===== src/rtl/ibex_pkg.sv =====
// Shared types for the FP result arbiter: buffered result entry and flag width.
package ibex_pkg;

  localparam int unsigned FFLAGS_W  = 5;
  localparam int unsigned FP_DATA_W = 32;

  typedef struct packed {
    logic [4:0]          waddr;
    logic [31:0]         data;
    logic [FFLAGS_W-1:0] fflags;
  } fp_res_t;

  localparam int unsigned FP_RES_Q_W = FP_DATA_W + FFLAGS_W;

endpackage


===== src/rtl/ibex_fp_res_fifo.sv =====
// Generic Depth-entry synchronous FIFO; exposes its read pointer so a
// companion queue can be read in lockstep.
module ibex_fp_res_fifo #(
  parameter int unsigned Width = 8,
  parameter int unsigned Depth = 2,
  localparam int unsigned PtrW = (Depth > 1) ? $clog2(Depth) : 1,
  localparam int unsigned CntW = $clog2(Depth + 1)
) (
  input  logic             clk_i,
  input  logic             rst_i,
  input  logic             push_i,
  input  logic [Width-1:0] wdata_i,
  input  logic             pop_i,
  output logic [Width-1:0] rdata_o,
  output logic             full_o,
  output logic             empty_o,
  output logic [CntW-1:0]  count_o,
  output logic [PtrW-1:0]  rd_ptr_o
);

  logic [Width-1:0] mem_q [Depth];
  logic [Width-1:0] mem_d [Depth];
  logic [PtrW-1:0]  wptr_q, wptr_d;
  logic [PtrW-1:0]  rptr_q, rptr_d;
  logic [CntW-1:0]  cnt_q, cnt_d;

  function automatic logic [PtrW-1:0] ptr_inc(input logic [PtrW-1:0] p);
    return (p == PtrW'(Depth - 1)) ? '0 : p + 1'b1;
  endfunction

  always_comb begin
    mem_d  = mem_q;
    wptr_d = wptr_q;
    rptr_d = rptr_q;
    if (push_i) begin
      mem_d[wptr_q] = wdata_i;
      wptr_d        = ptr_inc(wptr_q);
    end
    if (pop_i) begin
      rptr_d = ptr_inc(rptr_q);
    end
    cnt_d = cnt_q + CntW'(push_i) - CntW'(pop_i);
  end

  always_ff @(posedge clk_i) begin
    if (rst_i) begin
      for (int unsigned i = 0; i < Depth; i++) begin
        mem_q[i] <= '0;
      end
      wptr_q <= '0;
      rptr_q <= '0;
      cnt_q  <= '0;
    end else begin
      mem_q  <= mem_d;
      wptr_q <= wptr_d;
      rptr_q <= rptr_d;
      cnt_q  <= cnt_d;
    end
  end

  assign rdata_o  = mem_q[rptr_q];
  assign full_o   = (cnt_q == CntW'(Depth));
  assign empty_o  = (cnt_q == '0);
  assign count_o  = cnt_q;
  assign rd_ptr_o = rptr_q;

endmodule


===== src/rtl/ibex_fp_result_arbiter.sv =====
// Buffers multi-cycle FPU results in issue order and injects them into the
// writeback FRF port when ID/EX and the LSU leave it idle.
module ibex_fp_result_arbiter
  import ibex_pkg::*;
#(
  parameter int unsigned Depth       = 2,
  parameter int unsigned StarveLimit = 4
) (
  input  logic                clk_i,
  input  logic                rst_i,
  input  logic                issue_valid_i,
  input  logic [4:0]          issue_waddr_i,
  output logic                issue_ready_o,
  input  logic                fpu_res_valid_i,
  input  logic [31:0]         fpu_res_data_i,
  input  logic [FFLAGS_W-1:0] fpu_res_fflags_i,
  input  logic                id_we_i,
  input  logic                lsu_we_i,
  output logic                wb_frf_we_o,
  output logic [4:0]          wb_waddr_o,
  output logic [31:0]         wb_wdata_o,
  output logic                fflags_we_o,
  output logic [FFLAGS_W-1:0] fflags_o,
  output logic [31:0]         pending_o,
  output logic                stall_id_we_o,
  output logic                busy_o
);

  localparam int unsigned PtrW = (Depth > 1) ? $clog2(Depth) : 1;
  localparam int unsigned CntW = $clog2(Depth + 1);
  localparam int unsigned StW  = $clog2(StarveLimit + 1);

  logic [4:0]      tag_q [Depth];
  logic [4:0]      tag_d [Depth];
  logic [PtrW-1:0] tag_wptr_q, tag_wptr_d;
  logic [CntW-1:0] cnt_q, cnt_d;
  logic [31:0]     pending_q, pending_d;
  logic [StW-1:0]  starve_q, starve_d;
  logic            flush_q;

  logic                  issue_fire;
  logic                  head_ready;
  logic                  drain;
  logic                  res_push;
  logic [FP_RES_Q_W-1:0] res_rdata;
  logic                  res_full;
  logic                  res_empty;
  logic [CntW-1:0]       res_count;
  logic [PtrW-1:0]       rd_ptr;
  fp_res_t               head;

  // Results landing the cycle after reset belong to discarded ops.
  assign res_push = fpu_res_valid_i & ~flush_q;

  // The result FIFO's read pointer doubles as the tag queue read pointer.
  ibex_fp_res_fifo #(
    .Width (FP_RES_Q_W),
    .Depth (Depth)
  ) u_res_fifo (
    .clk_i    (clk_i),
    .rst_i    (rst_i),
    .push_i   (res_push),
    .wdata_i  ({fpu_res_data_i, fpu_res_fflags_i}),
    .pop_i    (drain),
    .rdata_o  (res_rdata),
    .full_o   (res_full),
    .empty_o  (res_empty),
    .count_o  (res_count),
    .rd_ptr_o (rd_ptr)
  );

  always_comb begin
    issue_ready_o = (cnt_q < CntW'(Depth));
    issue_fire    = issue_valid_i & issue_ready_o;
    head_ready    = ~res_empty;
    drain         = head_ready & ~id_we_i & ~lsu_we_i;

    head.waddr  = tag_q[rd_ptr];
    head.data   = res_rdata[FFLAGS_W +: FP_DATA_W];
    head.fflags = res_rdata[FFLAGS_W-1:0];

    wb_frf_we_o = drain;
    fflags_we_o = drain;
    wb_waddr_o  = drain ? head.waddr  : '0;
    wb_wdata_o  = drain ? head.data   : '0;
    fflags_o    = drain ? head.fflags : '0;
  end

  always_comb begin
    tag_d      = tag_q;
    tag_wptr_d = tag_wptr_q;
    pending_d  = pending_q;
    starve_d   = starve_q;
    cnt_d      = cnt_q + CntW'(issue_fire) - CntW'(drain);

    // Clear before set so a same-cycle re-issue of the draining register wins.
    if (drain) begin
      pending_d[head.waddr] = 1'b0;
    end
    if (issue_fire) begin
      pending_d[issue_waddr_i] = 1'b1;
      tag_d[tag_wptr_q]        = issue_waddr_i;
      tag_wptr_d = (tag_wptr_q == PtrW'(Depth - 1)) ? '0 : tag_wptr_q + 1'b1;
    end

    if (drain || !head_ready) begin
      starve_d = '0;
    end else if (starve_q < StW'(StarveLimit)) begin
      starve_d = starve_q + 1'b1;
    end
  end

  always_ff @(posedge clk_i) begin
    if (rst_i) begin
      for (int unsigned i = 0; i < Depth; i++) begin
        tag_q[i] <= '0;
      end
      tag_wptr_q <= '0;
      cnt_q      <= '0;
      pending_q  <= '0;
      starve_q   <= '0;
      flush_q    <= 1'b1;
    end else begin
      tag_q      <= tag_d;
      tag_wptr_q <= tag_wptr_d;
      cnt_q      <= cnt_d;
      pending_q  <= pending_d;
      starve_q   <= starve_d;
      flush_q    <= 1'b0;
    end
  end

  assign pending_o     = pending_q;
  assign busy_o        = (cnt_q != '0);
  assign stall_id_we_o = (starve_q >= StW'(StarveLimit));

  a_issue_not_pending: assert property (@(posedge clk_i) disable iff (rst_i)
    issue_fire |-> (!pending_q[issue_waddr_i] || (drain && head.waddr == issue_waddr_i)));

  a_result_has_tag: assert property (@(posedge clk_i) disable iff (rst_i)
    res_push |-> (res_count < cnt_q) && (!res_full || drain));

endmodule


===== config.mk =====
export PLATFORM = sky130hd
export DESIGN_NAME = ibex_fp_result_arbiter
export DESIGN_NICKNAME = d
export VERILOG_FILES = /design/src/rtl/ibex_pkg.sv /design/src/rtl/ibex_fp_res_fifo.sv /design/src/rtl/ibex_fp_result_arbiter.sv
export SDC_FILE = /design/constraint.sdc
export NUM_CORES = 1
export LEC_CHECK = 0
export CORE_ASPECT_RATIO = 1.2
export CORE_UTILIZATION = 54
export CTS_CLUSTER_DIAMETER = 150
export DETAILED_ROUTE_END_ITERATION = 7
export MAX_ROUTING_LAYER = met4
export PLACE_DENSITY = 0.94
export SETUP_SLACK_MARGIN = 0.3
export SYNTH_ARGS = -nofsm -noshare
export SYNTH_HDL_FRONTEND = slang
export SYNTH_SLANG_ARGS = --single-unit

===== constraint.sdc =====
create_clock -name clk_i -period 4.8 [get_ports clk_i]
set_input_delay 0.96 -clock clk_i [delete_from_list [all_inputs] [get_ports clk_i]]
set_output_delay 0.96 -clock clk_i [all_outputs]
set_load 0.01 [all_outputs]

* Yosys cells after proc, flatten, opt, wreduce, memory -nomap -nowiden
Cells that the tools add are included.
** Cells by class
- Muxes and demuxes :: 25
- Add/subtract/negate cells :: 8
- Reduce and logical (&&, ||, !) cells :: 8
- Magnitude comparators :: 12
- Bitwise operators :: 14
** Operators with widths (count)
- 2-to-1 mux 37 bit :: 4
- 2-to-1 mux 32 bit :: 3
- bitwise mux 74 bit :: 1
- demux 37 bit (select 1 bit) :: 1
- bitwise AND 32 bit :: 1
- NOT 32 bit :: 1
- bitwise OR 32 bit :: 1
- 2-to-1 mux 5 bit :: 6
- < comparator 5 x 6 -> 1 bit (second input constant) :: 2
- bitwise mux 10 bit :: 1
- demux 1 bit (select 5 bit) :: 2
- >= comparator 5 x 1 -> 1 bit (second input constant) :: 2
- >= comparator 2 bit (second input constant) :: 3
- 2-to-1 mux 1 bit :: 6
- NOT 1 -> 2 bit :: 3
- demux 5 bit (select 1 bit) :: 1
- adder 2 x 1 -> 2 bit :: 2
- bitwise AND 1 bit :: 4
- logical AND 1 bit :: 4
- < comparator 2 x 1 -> 1 bit (second input constant) :: 2
- NOT 1 bit :: 4
- subtractor 2 x 1 -> 2 bit :: 2
- adder 1 bit (second input constant) :: 3
- adder 3 x 1 -> 3 bit (second input constant) :: 1
- 7 further kinds :: 7
** Word-level totals
- Input port bits :: 48
- Register bits after elaboration :: 127

* Depth between registers and ports, before layout
Gate-level depths: netlist (run 1).
- Depth in word-level cells :: 13
- Gate-level depth with buffers :: 10
- Depth with buffers taken out :: 9

* Modules after synthesis
Synthesis (run 1) repeated with hierarchy kept, for this count alone.
** Second synthesis, totals
- Cells, all modules :: 716
- Area total of the unflattened synthesis :: 5754.3 µm²
** Modules (own cells, without submodules)
- ibex_fp_res_fifo :: cells an instance 383, times used 1, area an instance 3158.0 µm², seq. area each 1561.5 µm²
- ibex_fp_result_arbiter :: cells an instance 333, times used 1, area an instance 2596.2 µm², seq. area each 980.9 µm²

* Least setup slack after synthesis (run 1)
Ideal clock, no wire load.
- Kind :: input-to-output
- Start point :: in id_we_i
- End point :: out wb_frf_we_o
- Cell stages on the path :: 5
- Arrival :: 1.956 ns
- Buffers on the path :: 2
- Data required time :: 3.840 ns
- Slack :: 1.884 ns
- Cells stage by stage :: nor2_1 > o21ai_1 > buf_2 > inv_1 > buf_4
** Between the ends
- Cells in the longest elaborated chain, start to end :: 3
** Ends and longest elaborated chain
- from (decl) :: RTL line ibex_fp_result_arbiter.sv:17 : input logic id_we_i,
- NOT 1 bit :: RTL line ibex_fp_result_arbiter.sv:76 : drain = head_ready & ~id_we_i & ~lsu_we_i;
- bitwise AND 1 bit (2 in series) :: RTL line ibex_fp_result_arbiter.sv:76
- to (decl) :: RTL line ibex_fp_result_arbiter.sv:19 : output logic wb_frf_we_o,
No other way between the ends.

* Worst setup path in the final report (run 1)
- Start point :: in id_we_i
- End point :: out fflags_we_o
** Between the ends
- Cells in the longest elaborated chain, start to end :: 3
** Ends and longest elaborated chain
- NOT 1 bit :: RTL line ibex_fp_result_arbiter.sv:76
- bitwise AND 1 bit (2 in series) :: RTL line ibex_fp_result_arbiter.sv:76
- to (decl) :: RTL line ibex_fp_result_arbiter.sv:22 : output logic fflags_we_o,
No other way between the ends.

==> results.sh, run 1 <==
export IMPL_crit_type="in2out"
export IMPL_synth_edf_count=0
export IMPL_yosys_area_share_simple=0.270
export IMPL_yosysWarnings=0
export IMPL_rr_worst_depth=8
export IMPL_io_buffers=126
export IMPL_pwr_share_comb=0.115
export IMPL_nFillCells=715
export IMPL_area_growth_pct=34.6
export IMPL_die_width_microns=95.0
export IMPL_io_pins=127
export IMPL_synth_mux_area_frac=0.0937
export IMPL_ys_seq_area_frac=0.453
export IMPL_htreeDepth=4
export IMPL_yosys_area_top_type="dfxtp_1"
export IMPL_switching_power_uw=705
export IMPL_crit_arrival_ns=2.88
export IMPL_synth_main_ff_cell="dfxtp_1"
export IMPL_rows=40
export IMPL_final_seq_area_sq_um=2540
export IMPL_drv_cap=0
export IMPL_cts_sinks=127
export IMPL_dr_pass1_iters=7
export IMPL_synth_area_leaders="dfxtp_1, nand2_1, mux2i_1"
export IMPL_num_vias=5232
export IMPL_grtUsageTotal=0.279
export IMPL_clockPowerShare=0.492
export IMPL_critPathRequiredTime_ns=3.84
export IMPL_rsz0062_at_grt="false"
export IMPL_hp_class="reg2reg"
export IMPL_cp_max_fo=44
export IMPL_wirelength_mm=14.2
export IMPL_fmax_ghz=0.260
export IMPL_synth_top_area_share=0.453
export IMPL_place_hpwl_mm=8.97
export IMPL_fin_crit_sh=0.800
export IMPL_avgRoutedWirePerCell_microns=14.8
export IMPL_yosys_register_bits=127
export IMPL_worst_setup_path_end_kind="primary output"
export IMPL_fin_worst_skew_ns=0.00744
export IMPL_tightest_slew_ns=1.17
export IMPL_synth_compound_area_frac=0.115
export IMPL_irDropWorstVdd_v=0.000239
export IMPL_synth_avg_cell_area_sq_um=7.83
export IMPL_clk_pin_slew_ns=0.06
export IMPL_antenna_cells=0
export IMPL_clockBufferDepth=2
export IMPL_drv_slew=0
export IMPL_cts_inserted_buffers=17
export IMPL_drt_iter0_drc=251
export IMPL_hold_viol=0
export IMPL_die_area_sq_um=10800
export IMPL_multiInputGateArea_sq_um=2830
export IMPL_synth_area_sq_um=5610
export IMPL_status="complete, no violations"
export IMPL_drive_above_1_share=0.0680
export IMPL_async_reset_ff_frac=0
export IMPL_switching_share=0.241
export IMPL_p_seq_frac=0.393
export IMPL_start_util=0.557
export IMPL_grt_overflow=0
export IMPL_netlist_top_cells_count="nand2_1, dfxtp_1, a21oi_1"
export IMPL_grt_pass1_wl_mm=22.8
export IMPL_syn_num_nets=770
export IMPL_antenna_found_initial=0
export IMPL_insertion_delay_ns=0.41
export IMPL_viasPerCell=5.43
export IMPL_die_h_microns=114
export IMPL_tritoncts="done"
export IMPL_setup_viol=0
export IMPL_drtAntennaViolNets=0
export IMPL_cp_start_kind="input pin"
export IMPL_synthXorXnorAreaFrac=0.0109
export IMPL_cts_resized_gates=0
export IMPL_core_sq_um=10100
export IMPL_fin_nets=879
export IMPL_max_slew_margin_rel=0.219
export IMPL_whs_path_depth=2
export IMPL_drcViolationCount=0
export IMPL_grt_pass1_vias=4813
export IMPL_power_density_nw_per_um2=388
export IMPL_fin_total_pwr_uw=2920
export IMPL_grt_start_max_net_pins=79
export IMPL_gp_congestion=0.898
export IMPL_synthAdderAreaFrac=0.0134
export IMPL_p_int_uw=2220
export IMPL_synth_cells=716
export IMPL_ys_types=34
export IMPL_cts_hold_buf=0
export IMPL_synth_top_family_by_area="simple AND/OR/NAND/NOR gates"
export IMPL_synth_most_common_cell="nand2_1"
export IMPL_postCtsSetupRepairBufs=0
export IMPL_period_needed_ns=3.84
export IMPL_clockRootBuffer="clkbuf_16"
export IMPL_fin_tns_setup_ns=0
export IMPL_p_leak_uw=0.00280
## routing by layer
metal	GRT usage	share of wire	vias to the layer above
met2	0.463	0.51	234
met4	0.110	0.018	0
met5	-	0	-
met3	0.0653	0.075	25
met1	0.322	0.39	2410
li1	-	-	2563
## power groups by stage
stage | sequential [uW] | clock [uW] | combinational (uW)
2_1_floorplan | 1150 | 0 | 225
4_1_cts | 1150 | 1450 | 337
6_report | 1150 | 1440 | 336
3_3_place_gp | 1170 | 0 | 326
5_1_grt | 1150 | 1500 | 368
3_5_place_dp | 1170 | 0 | 334
## cells in the final DEF, fill, tap and decap left out, types with 5 or more instances in the layout
cell               n
a21oi_1           80
nand2_1          221
clkdlybuf4s50_1  125
nor2b_1           34
nand2b_1           5
ha_1               6
o21ai_1           17
bufinv_16          5
nand3_1           10
nor3_1             6
nor2_1            62
clkbuf_16         17
o21ai_0           20
dfxtp_1          126
inv_1              8
mux2i_1           45
buf_4              8
## layout make-up
type                    count  share of cell area
repair buffers            133               0.174
multi-input cells         538               0.375
clock buffers              20              0.0618
well taps                 126              0.0209
clock inverters            12              0.0274
inverters                   8             0.00398
flip-flops and latches    127               0.337
## worst max-delay path: stages
cell and delay, ns:
clkdlybuf4s50_1 0.48, nor2_1 0.06, buf_4 0.16, o21ai_4 0.41, inv_1 0.25, clkdlybuf4s50_1 0.55
## flip-flops by register name, summed over array words and instances, names as in the netlist
signal               count
u_res_fifo.rd_ptr_o      1
flush_q                  1
u_res_fifo.mem_q        74
starve_q                 3
cnt_q                    2
u_res_fifo.count_o       2
pending_o               32
tag_q                   10
u_res_fifo.wptr_q        1
tag_wptr_q               1
## final timing paths
check	from	endpoint	slack [ns]
setup / recovery	id_we_i	fflags_we_o	0.96
hold / removal	u_res_fifo.mem_q[68]	u_res_fifo.mem_q[68]	0.45
setup reg to reg	u_res_fifo.count_o[1]	cnt_q[1]	2.10
hold reg to reg	u_res_fifo.mem_q[68]	u_res_fifo.mem_q[68]	0.45
## logic make-up (layout without fill, tap and decap cells)
logic type / count (synthesis) / in the layout
adder cells (fa/ha/maj): 6 / 6
buffers and inverters: 51 / 173
AO/OA/AOI/OAI: 122 / 122
XOR/XNOR: 7 / 7
multiplexers: 51 / 51
AND/OR/NAND/NOR: 352 / 352
flip-flops: 127 / 127
## stage by stage
| stage | cell area [sq um] | utilization | setup WS [ns] | hold WS [ns] | std cells |
|---|---|---|---|---|---|
| 6_report | 7550 | 0.750 | 0.960 | 0.453 | 964 |
| 2_1_floorplan | 5610 | - | 1.88 | 0.436 | 716 |
| 5_1_grt | 7550 | 0.750 | 0.817 | 0.467 | 964 |
| 3_5_place_dp | 6870 | 0.683 | 0.952 | 0.446 | 932 |
| 3_3_place_gp | 6870 | 0.683 | 1.01 | 0.441 | 932 |
| 4_1_cts | 7550 | 0.750 | 0.951 | 0.453 | 964 |
Power figures use the tool's default switching activity.
==> run 2, diff against run 1 <==
--- a/config.mk
+++ b/config.mk
@@ -6,11 +6,11 @@
 export NUM_CORES = 1
 export LEC_CHECK = 0
 export CORE_ASPECT_RATIO = 1.2
-export CORE_UTILIZATION = 54
+export CORE_UTILIZATION = 45
 export CTS_CLUSTER_DIAMETER = 150
 export DETAILED_ROUTE_END_ITERATION = 7
 export MAX_ROUTING_LAYER = met4
-export PLACE_DENSITY = 0.94
+export PLACE_DENSITY = 0.85
 export SETUP_SLACK_MARGIN = 0.3
 export SYNTH_ARGS = -nofsm -noshare
 export SYNTH_HDL_FRONTEND = slang
==> constraint.sdc (replaced) <==
create_clock -name clk_i -period 3.2 [get_ports clk_i]
set_input_delay 0.64 -clock clk_i [delete_from_list [all_inputs] [get_ports clk_i]]
set_output_delay 0.64 -clock clk_i [all_outputs]
set_load 0.01 [all_outputs]
==> run 2 against run 1 <==
Compared with the run above: die area rose by 20%; routed wire length up 1.1%; sequential power rose by 50%; hold slack is essentially flat; critical path depth fell by 2; clock skew is 0.0021 ns higher; total power is 47% higher; register-to-register slack got worse by 0.77 ns; core utilization decreased by 12 points; critical endpoint is now wb_wdata_o[12].
==> results.sh, run 2 (same netlist as run 1, synthesis figures left out) <==
export IMPL_min_to="u_res_fifo.mem_q[71]"
export IMPL_nFillCells=1041
export IMPL_fin_tns_setup_ns=0
export IMPL_tritoncts="done"
export IMPL_crit_path_max_incr_delay_ns=0.61
export IMPL_clk_pin_slew_ns=0.06
export IMPL_num_vias=5178
export IMPL_r2r_slack_ns=1.33
export IMPL_post_route_cell_area_sq_um=7660
export IMPL_detailedPlace_worstSlack_ns=0.0815
export IMPL_die_area_sq_um=12900
export IMPL_clockRootBuffer="clkbuf_16"
export IMPL_final_seq_area_sq_um=2550
export IMPL_p_leak_uw=0.00312
export IMPL_hold_viol=0
export IMPL_cts_inserted_buffers=17
export IMPL_drv_cap=0
export IMPL_largest_register="u_res_fifo.mem_q"
export IMPL_clockBufferDepth=2
export IMPL_period_needed_ns=2.73
export IMPL_cp_max_fo=27
export IMPL_whs_path_depth=2
export IMPL_largest_reg_flops=74
export IMPL_cp_cell_sequence="buf_4, mux2i_1, nor2_1, clkdlybuf4s50_1"
export IMPL_rows=44
export IMPL_layout_commonest_cell="nand2_1"
export IMPL_finalNonFillerCells=1006
export IMPL_crit_arrival_ns=2.09
export IMPL_drt_iter0_drc=248
export IMPL_worst_setup_path_end_kind="primary output"
export IMPL_worstHoldStart="u_res_fifo.mem_q[71]"
export IMPL_fin_ws_ns=0.468
export IMPL_rr_worst_depth=8
export IMPL_dp_cells=972
export IMPL_final_cell_mix="nand2_1, dfxtp_1, clkdlybuf4s50_1, a21oi_1, nor2_1"
export IMPL_drive_above_1_share=0.0757
export IMPL_crit_type="reg2out"
export IMPL_viasPerCell=5.15
export IMPL_drtAntennaViolNets=0
export IMPL_reg2reg_to="u_res_fifo.count_o[1]"
export IMPL_place_hpwl_mm=9.32
export IMPL_rsz0062_at_grt="false"
export IMPL_core_sq_um=12100
export IMPL_gp_congestion=0.821
export IMPL_wirelength_mm=14.4
export IMPL_setup_viol=0
export IMPL_avgRoutedWirePerCell_microns=14.3
export IMPL_irDropWorstVdd_v=0.000377
export IMPL_max_slew_margin_rel=0.534
export IMPL_fin_worst_skew_ns=0.00950
export IMPL_cp_start_kind="register"
export IMPL_die_h_microns=124
export IMPL_die_width_microns=104
export IMPL_power_density_nw_per_um2=561
export IMPL_grt_overflow=0
export IMPL_fmax_ghz=0.366
export IMPL_drcViolationCount=0
export IMPL_grt_start_max_net_pins=48
export IMPL_fin_nets=886
export IMPL_cpMaxStageDelayCell="dfxtp_4"
export IMPL_cts_sinks=127
export IMPL_crit_reg2reg_launch="u_res_fifo.count_o[1]"
export IMPL_place_area_sq_um=6990
export IMPL_drv_slew=0
export IMPL_start_util=0.463
export IMPL_tightest_slew_ns=0.696
export IMPL_io_pins=127
export IMPL_dr_pass1_iters=5
export IMPL_io_buffers=126
export IMPL_grt_pass1_vias=4981
export IMPL_multiInputGateArea_sq_um=2840
export IMPL_fin_crit_sh=0.854
export IMPL_htreeDepth=4
export IMPL_critPathRequiredTime_ns=2.56
export IMPL_grtUsageTotal=0.231
export IMPL_antenna_found_initial=0
export IMPL_grt_pass1_wl_mm=23.6
export IMPL_status="complete, no violations"
export IMPL_area_growth_pct=36.6
export IMPL_insertion_delay_ns=0.41
export IMPL_antenna_cells=0
export IMPL_hp_class="reg2reg"
## run 2: how the worst max path moves through the flow
stage / startpoint / end / cells after the start
4_1_cts: lsu_we_i / wb_wdata_o[2] / 6
6_report: u_res_fifo.rd_ptr_o / wb_wdata_o[12] / 4
3_5_place_dp: id_we_i / wb_wdata_o[10] / 6
3_3_place_gp: id_we_i / wb_wdata_o[13] / 6
5_1_grt: u_res_fifo.rd_ptr_o / wb_wdata_o[12] / 4
2_1_floorplan: id_we_i / u_res_fifo.count_o[1] / 10
## run 2: where the power goes
group	switching, uW	internal (uW)	leakage (uW)
logic	278	239	0.00179
registers	74.3	1650	0.00103
clock network	738	1320	0.000302
total	1090	3210	0.00312
## run 2: what timing repair did
item | CTS | global route
hold buffers | 0 | 0
pin swaps | 1 | 1
gates cloned | 0 | 0
endpoints found under the setup margin | 42 | 21
buffers inserted | 1 | 1
resized for setup | 22 | 12
## run 2: through the flow
step	hold slack (ns)	utilization	total power, uW
2_1_floorplan	0.436	-	2060
3_3_place_gp	0.441	0.577	2260
3_5_place_dp	0.446	0.577	2270
4_1_cts	0.454	0.629	4330
5_1_grt	0.468	0.632	4460
6_report	0.453	0.632	4300
## run 2: layout make-up
cell class / count / area share
multi-input combinational: 538 / 0.371
clock buffer: 18 / 0.0560
timing repair buffer: 140 / 0.184
sequential: 127 / 0.332
clock inverter: 14 / 0.0268
inverter: 8 / 0.00392
tap: 161 / 0.0263
## run 2: critical path, delay by kind of cell, from the launching register on
kind,cells,cell delay [ns]
buffers and inverters,2,0.78
and+or+nand+nor,1,0.06
DFF,1,0.61
muxes,1,0.24
## run 2: per-layer routing
layer,track usage,share of wire
met5,-,0
met2,0.384,0.50
met4,0.0748,0.014
met3,0.0565,0.065
met1,0.273,0.42
==> run 3, diff against run 2 <==
--- a/config.mk
+++ b/config.mk
@@ -6,6 +6,7 @@
 export NUM_CORES = 1
 export LEC_CHECK = 0
 export CORE_ASPECT_RATIO = 1.2
+export CORE_MARGIN = 2
 export CORE_UTILIZATION = 45
 export CTS_CLUSTER_DIAMETER = 150
 export DETAILED_ROUTE_END_ITERATION = 7
==> run 3 against run 2 <==
Compared with the run above: die area up 3.6%; critical path depth up 2; final cell count up 0.40%; design area up 0.34%.
==> results.sh, run 3 (same netlist as run 1, synthesis figures left out) <==
export IMPL_fin_crit_sh=0.910
export IMPL_area_growth_pct=37.1
export IMPL_status="complete, no violations"
export IMPL_clk_pin_slew_ns=0.06
export IMPL_p_leak_uw=0.00297
export IMPL_grt_start_max_net_pins=72
export IMPL_tightest_slew_ns=0.741
export IMPL_htreeDepth=4
export IMPL_switching_share=0.267
export IMPL_die_h_microns=126
export IMPL_hold_viol=0
export IMPL_die_area_sq_um=13400
export IMPL_place_hpwl_mm=8.91
export IMPL_dp_cells=969
export IMPL_dr_pass1_iters=5
export IMPL_antenna_cells=0
export IMPL_worst_setup_path_end_kind="primary output"
export IMPL_max_slew_margin_rel=0.506
export IMPL_viasPerCell=5.16
export IMPL_switching_power_uw=1100
export IMPL_pwr_share_comb=0.134
export IMPL_fmax_ghz=0.343
export IMPL_avgRoutedWirePerCell_microns=15.0
export IMPL_final_cell_mix="nand2_1, dfxtp_1, clkdlybuf4s50_1, a21oi_1, nor2_1"
export IMPL_finalNonFillerCells=1010
export IMPL_irDropWorstVdd_v=0.000337
export IMPL_grtUsageTotal=0.229
export IMPL_gp_congestion=0.840
export IMPL_layout_commonest_cell="nand2_1"
export IMPL_clockPowerShare=0.443
export IMPL_io_buffers=126
export IMPL_fin_tns_setup_ns=0
export IMPL_core_sq_um=12100
export IMPL_wirelength_mm=15.1
export IMPL_drv_cap=0
export IMPL_power_density_nw_per_um2=534
export IMPL_hp_class="reg2reg"
export IMPL_p_int_uw=3010
export IMPL_io_pins=127
export IMPL_cp_start_kind="input pin"
export IMPL_critPathRequiredTime_ns=2.56
export IMPL_clockRootBuffer="clkbuf_16"
export IMPL_clockBufferDepth=2
export IMPL_drive_above_1_share=0.0978
export IMPL_drtAntennaViolNets=0
export IMPL_num_vias=5214
export IMPL_drcViolationCount=0
export IMPL_fin_nets=891
export IMPL_grt_overflow=0
export IMPL_drv_slew=0
export IMPL_largest_reg_flops=74
export IMPL_fin_ws_ns=0.287
export IMPL_drt_iter0_drc=288
export IMPL_grt_pass1_vias=4851
export IMPL_antenna_found_initial=0
export IMPL_cts_inserted_buffers=17
export IMPL_largest_register="u_res_fifo.mem_q"
export IMPL_fin_total_pwr_uw=4100
export IMPL_crit_arrival_ns=2.27
export IMPL_fin_worst_skew_ns=0.00675
export IMPL_cts_hold_buf=0
export IMPL_rsz0062_at_grt="true"
export IMPL_rows=44
export IMPL_insertion_delay_ns=0.41
export IMPL_die_width_microns=106
export IMPL_detailedPlace_worstSlack_ns=0.0640
export IMPL_crit_type="in2out"
export IMPL_start_util=0.463
export IMPL_setup_viol=0
export IMPL_tritoncts="done"
export IMPL_cts_sinks=127
export IMPL_grt_pass1_wl_mm=23.9
export IMPL_period_needed_ns=2.91
export IMPL_p_seq_frac=0.422
export IMPL_cp_max_fo=11
run 3: timing repair:
item	4_1_cts	5_1_grt
setup buffers	2	4
pin swaps	9	13
setup endpoints to repair	44	39
gates cloned	3	1
resized for setup	10	23
run 3: layer usage:
layer	track usage	part of all wire
met4	0.0813	0.019
met1	0.269	0.40
met5	-	0
met3	0.0559	0.071
met2	0.383	0.50
run 3: per-stage QoR:
stage | instance area (sq um) | hold WS (ns) | util
4_1_cts | 7590 | 0.454 | 0.627
3_3_place_gp | 6950 | 0.441 | 0.573
6_report | 7690 | 0.451 | 0.635
2_1_floorplan | 5610 | 0.436 | -
3_5_place_dp | 6950 | 0.446 | 0.573
5_1_grt | 7690 | 0.473 | 0.635
run 3: final timing paths:
| path | start | endpoint | slack, ns | cells past startpoint |
|---|---|---|---|---|
| max | id_we_i | wb_wdata_o[15] | 0.29 | 6 |
| min reg2reg | u_res_fifo.mem_q[70] | u_res_fifo.mem_q[70] | 0.45 | 2 |
| min | u_res_fifo.mem_q[70] | u_res_fifo.mem_q[70] | 0.45 | 2 |
| max reg2reg | u_res_fifo.count_o[0] | cnt_q[1] | 1.27 | 8 |
run 3: layout make-up:
class | instances | area [sq um]
Clock buffer | 19 | 453
Clock inverter | 12 | 114
Fill cell | 1009 | 4430
Inverter | 8 | 30.0
Multi-Input combinational cell | 542 | 2930
Sequential cell | 127 | 2550
Tap cell | 161 | 201
Timing Repair Buffer | 141 | 1410
run 3: critical path, stage by stage:
cell and delay, ns:
clkdlybuf4s50_1 0.48, nor2_4 0.13, buf_12 0.15, o21ai_4 0.15
nor2_1 0.16, clkdlybuf4s50_1 0.55
run 3: power groups by stage:
stage               clock network (uW)  logic (uW)  registers [uW]
global route                      1920         596            1740
detailed placement                   0         516            1750
floorplan                            0         338            1720
global placement                     0         505            1750
finish                            1820         551            1730
CTS                               1830         537            1730
